## src/rtl/cache_req_queue.sv

```systemverilog
// cache_req_queue: circular request FIFO that holds cache requests and
// presents the head entry to one input of a downstream arbitrator.
// Optional feature macro: CACHE_REQ_QUEUE_BYPASS_EN (empty-queue same-cycle
// bypass of the alloc inputs to the head outputs).
module cache_req_queue #(
    parameter int CL_SIZE = 128,
    parameter int DEPTH   = 4
) (
    input  logic                     clk,
    input  logic                     rst,
    input  logic                     alloc,
    input  logic [31:0]              addr_in,
    input  logic [CL_SIZE-1:0]       data_in,
    input  logic [2:0]               operation_in,
    input  logic [1:0]               src_in,
    input  logic [1:0]               dest_in,
    input  logic                     is_flush_in,
    output logic                     full,
    output logic [$clog2(DEPTH):0]   count,
    output logic                     overflow,
    output logic                     valid_out,
    output logic [31:0]              addr_out,
    output logic [CL_SIZE-1:0]       data_out,
    output logic [2:0]               operation_out,
    output logic [1:0]               src_out,
    output logic [1:0]               dest_out,
    output logic                     is_flush_out,
    input  logic                     dealloc
);
    localparam int PW = $clog2(DEPTH);
    localparam int EW = 32 + CL_SIZE + 3 + 2 + 2 + 1;
    localparam logic [PW:0] FULL_CNT = (PW + 1)'(DEPTH);

    logic [EW-1:0] mem_q [DEPTH];
    logic [PW-1:0] rd_ptr_q, rd_ptr_d;
    logic [PW-1:0] wr_ptr_q, wr_ptr_d;
    logic [PW:0]   count_q, count_d;
    logic          overflow_q, overflow_d;

    logic [EW-1:0] in_entry;
    logic [EW-1:0] head_entry;
    logic          bypass;
    logic          bypass_take;
    logic          pop;
    logic          accept;
    logic          push;
    logic          advance;

    assign in_entry = {addr_in, data_in, operation_in, src_in, dest_in, is_flush_in};
    assign full     = (count_q == FULL_CNT);
    assign count    = count_q;
    assign overflow = overflow_q;

`ifdef CACHE_REQ_QUEUE_BYPASS_EN
    // An empty queue forwards the incoming request straight to the head.
    assign bypass     = (count_q == '0) && alloc;
    assign valid_out  = (count_q != '0) || alloc;
    assign head_entry = bypass ? in_entry : mem_q[rd_ptr_q];
`else
    // Head comes only from storage: no alloc-side input reaches the outputs.
    assign bypass     = 1'b0;
    assign valid_out  = (count_q != '0);
    assign head_entry = mem_q[rd_ptr_q];
`endif

    assign {addr_out, data_out, operation_out, src_out, dest_out, is_flush_out} =
        valid_out ? head_entry : '0;

    // Next-state computation for pointers, occupancy and the sticky error.
    always_comb begin
        // NOTE: every variable gets a default first, so no path can hold an old value and infer a latch.
        rd_ptr_d    = rd_ptr_q;
        wr_ptr_d    = wr_ptr_q;
        count_d     = count_q;
        overflow_d  = overflow_q;

        pop         = dealloc && valid_out;
        accept      = alloc && (!full || pop);
        bypass_take = bypass && dealloc;
        push        = accept && !bypass_take;
        advance     = pop && !bypass_take;

        if (push)    wr_ptr_d = wr_ptr_q + 1'b1;
        if (advance) rd_ptr_d = rd_ptr_q + 1'b1;

        case ({push, advance})
            2'b10:   count_d = count_q + 1'b1;
            2'b01:   count_d = count_q - 1'b1;
            default: count_d = count_q;
        endcase

        if (alloc && !accept) overflow_d = 1'b1;
    end

    // Control state: cleared immediately by the asynchronous reset.
    always_ff @(posedge clk or posedge rst) begin
        if (rst) begin
            rd_ptr_q   <= '0;
            wr_ptr_q   <= '0;
            count_q    <= '0;
            overflow_q <= 1'b0;
        end else begin
            // NOTE: non-blocking assignments so every flop samples pre-edge values.
            rd_ptr_q   <= rd_ptr_d;
            wr_ptr_q   <= wr_ptr_d;
            count_q    <= count_d;
            overflow_q <= overflow_d;
        end
    end

    // Entry storage: written at the write pointer on every accepted, non-bypassed alloc.
    always_ff @(posedge clk) begin
        // NOTE: storage is deliberately not reset; count gates visibility, so stale data never escapes.
        if (push) mem_q[wr_ptr_q] <= in_entry;
    end

endmodule

```

## config.mk

```make
export PLATFORM = sky130hd
export DESIGN_NAME = cache_req_queue
export DESIGN_NICKNAME = d
export VERILOG_FILES = /design/src/rtl/cache_req_queue.sv
export SDC_FILE = /design/constraint.sdc
export NUM_CORES = 1
export LEC_CHECK = 0
export BUFFER_PORTS_ARGS = -buffer_cell sky130_fd_sc_hd__buf_2
export CAP_MARGIN = 10
export CORE_MARGIN = 8
export CORE_UTILIZATION = 55
export DETAILED_ROUTE_END_ITERATION = 16
export GPL_ROUTABILITY_DRIVEN = 0
export PLACE_DENSITY_LB_ADDON = 0.1
export SLEW_MARGIN = 0
export SYNTH_ARGS = -nofsm -noshare
export SYNTH_HDL_FRONTEND = slang
export SYNTH_SLANG_ARGS = --single-unit
```

## constraint.sdc

```tcl
create_clock -name clk -period 6.45 [get_ports clk]
set_input_delay 0.9675 -clock clk [delete_from_list [all_inputs] [get_ports clk]]
set_output_delay 0.9675 -clock clk [all_outputs]
set_load 0.02 [all_outputs]
```

==> summary.md <==
| Metric | Value |
|---|---|
| Status | finished, final reports clean |
| Yosys warnings | 0 |
| Top post-synthesis cells by area | edfxtp_1 78%, mux4_2 15%, and2_1 4.2% |
| Die width | 232.6 µm |
| Worst slew pin tran | 1158 ps |
| WS Path Type | reg2out |
| Max Root-Sink Buffers | 3 |
| End of the critical path | data_out[87] |
| Sw Pwr | 5013 µW |
| Count of input and output buffers | 345 |
| Via density | 5.650 |
| Clk_lat worst skew | 600 ps |
| Layout cell share with drive strength beyond 1 | 40.73% |
| Reg2Reg Depth | 4 |
| I/O pin total | 346 |
| First-pass GRT wire length | 78430 µm |
| Rows | 79 |
| Largest net degree at the start of global routing | 122 |
| Nets | 1656 |
| Final Power | 15280 µW |
| Worst vdd ir | 0.0004921 V |
| Largest delay contributor family on the critical path | flip-flops |
| Layout overhead on the synthesized area | 17.56% |
| Syn avg cell area | 23.33 µm² |
| Slew margin rel. | 22.77% |
| CTS H-tree lvls | 3 |
| Period utilization | 65.29% |
| Total GRT Usage | 19.31% |
| Ys async rst share | 1.176% |
| Post-CTS setup buffer count | 0 |
| Internal Power | 10260 µW |
| Num CTS Buffers | 69 |
| Vias in the first global route | 12690 |
| Post-synthesis sequential area ratio | 78.98% |
| CTS root buf | clkbuf_16 |
| Post-synth EDFFs | 672 |
| Gate power share | 34.8% |
| Most frequent cell after synthesis | edfxtp_1 |
| Core area | 46460 µm² |
| ANT nets after route | 0 |
| Detailed placement HPWL | 30520 µm |
| Synth Flop Type | edfxtp_1 |
| Netlist cell types | 20 |
| Fin. Hold Viols | 0 |
| CP max FO | 72 |
| CP Capture Type | output port |
| Cells after synthesis | 1106 |
| Post-Syn Area | 25800 µm² |
| CP cell instances | buf_12 > mux4_2 > and2_1 > buf_2 |
| Critical path's slowest cell | dfrtp_4 |
| Iter 0 DRT Violations | 940 |
| RSZ-0062 raised after global routing | false |
| DIE AREA | 54100 µm² |
| Flop pwr share | 40.4% |
| Area fraction of the dominant cell type after synthesis | 78.21% |
| Chip height | 232.6 µm |
| Initial Util | 55.54% |
| Grt ovf | 0 |
| Post-CTS Resized | 0 |
| Crit path arrival time | 3240 ps |
| Critical R2R Capture | mem_q[3][73] |
| #FFs+latches synth | 680 |
| WP depth | 4 |
| Yosys top cell by area | edfxtp_1 |
| DR pass1 iterations | 5 |
| WP buf/inv | 2 |
| Startpoint Class | flop |
| Setup TNS | 0 ps |
| Fin. max-slew vios | 0 |
| TritonCTS clock tree | built |
| Max-cap violation count | 0 |
| Leakage power | 0.01041 µW |
| Antenna violations before repair | 18 |
| Max Clk Rate | 237.5 MHz |
| Clock sink total | 680 |
| Tmin final | 4211 ps |
| Syn_nets | 1284 |
| WL/cell | 24.40 µm |
| Post-CTS Hold Fix Bufs | 0 |
| Setup violations, final | 0 |
| CP startpoint | rd_ptr_q[0] |
| Worst EP required | 5480 ps |
| Worst Hold Class | in2async |
| Cell Pwr Density | 503.6 nW/µm² |
| Reg-to-Reg Start | count[2] |
| Final WL | 52240 µm |
| Clock Power Share | 24.8% |
| Worst Skew | 31.68 ps |
| Via count | 12100 |
| DRC violations left | 0 |
| Synth top cells by count | 672 x edfxtp_1, 173 x and2_1, 168 x mux4_2 |
| Clk slew on worst S/H paths | 70 ps |
| CP peak stage delay | 1040 ps |
| R2R setup slack | 3390 ps |
| Net Sw Frac | 32.82% |
==> power by group through the flow <==
stage / combinational, µW / sequential [µW] / clock, µW
after detailed placement: 5440 / 6280 / 0
after global placement: 5440 / 6240 / 0
final: 5310 / 6170 / 3800
after global routing: 5700 / 6260 / 4040
after floorplan: 3820 / 6190 / 0
after CTS: 5460 / 6190 / 3890
==> how the worst min path moves through the flow <==
stage	startpoint	end
6_report	rst	count[2]
5_1_grt	rst	count[2]
4_1_cts	rst	count[2]
3_5_place_dp	overflow	overflow
3_3_place_gp	overflow	overflow
2_1_floorplan	wr_ptr_q[1]	wr_ptr_q[1]
==> metal layers <==
metal	track usage, %	share of wire (%)
met5	0	0.29
met4	6.549	2.1
met3	5.578	7.3
met2	29.50	48
met1	26.80	42
==> registers in the layout (all words and copies together), names as in the netlist <==
| register | cells |
|---|---|
| wr_ptr_q | 2 |
| mem_q | 672 |
| rd_ptr_q | 2 |
| overflow | 1 |
| count | 3 |
==> layout make-up <==
class	count	area [µm²]
flip-flops and latches	680	20390
fillers	3142	16120
multi-input cells	361	5076
repair buffers	358	1912
clock buffers	89	1866
well taps	607	759.5
clock inverters	31	286.5
inverters	8	30.03
diodes	7	17.52
==> stage by stage <==
stage | instance area (µm²) | setup slack, ps | instances | util [%] | hold slack, ps
5_1_grt | 30330 | 1974 | 2139 | 65.28 | 328.4
4_1_cts | 30320 | 2097 | 2134 | 65.26 | 284.9
3_5_place_dp | 28160 | 2769 | 2014 | 60.62 | 455.9
6_report | 30330 | 2239 | 2141 | 65.29 | 318.2
2_1_floorplan | 25800 | 690.4 | 1106 | - | 534.0
3_3_place_gp | 28160 | 2769 | 2014 | 60.62 | 451.0
==> logic make-up (layout without fill, tap and decap cells) <==
group                    count (synthesis)  after routing  share of synthesized area (%)
flip-flops                             680            680                          78.98
AND/OR/NAND/NOR                        177            177                          4.282
multiplexers                           170            170                          14.75
buffers and inverters                   65            486                          1.401
adder cells (fa/ha/maj)                  6              6                         0.3200
XOR/XNOR                                 6              6                         0.2037
AO/OA/AOI/OAI                            2              2                        0.06306
other                                    0              7                              0
==> worst reg2reg max path, stage by stage (launching register included) <==
cell	delay [ps]
dfrtp_1	410
nor3b_1	180
a21boi_1	510
and2_4	770
buf_12	710
==> cells in the final DEF, fill, tap and decap left out <==
cell | synthesis | final
diode_2 | 0 | 7
nor2_1 | 1 | 1
dfrtp_4 | 0 | 2
dfrtp_1 | 8 | 6
mux2i_1 | 1 | 1
buf_2 | 22 | 345
inv_6 | 0 | 3
ha_1 | 5 | 5
clkbuf_1 | 23 | 17
and2_4 | 0 | 4
bufinv_16 | 0 | 5
clkinv_2 | 0 | 5
xor2_1 | 3 | 3
clkinv_8 | 0 | 1
mux4_2 | 168 | 168
clkinv_4 | 0 | 1
nor3b_1 | 1 | 1
a21boi_1 | 1 | 1
fa_1 | 1 | 1
inv_1 | 8 | 8
nand3_1 | 1 | 1
or3_4 | 0 | 1
and2_1 | 173 | 169
edfxtp_1 | 672 | 672
buf_4 | 0 | 6
clkinv_1 | 0 | 16
clkbuf_16 | 0 | 72
a31o_2 | 1 | 1
xnor2_1 | 3 | 3
mux2_2 | 1 | 1
buf_12 | 0 | 7
No activity file was read; power rests on OpenSTA's default activity.
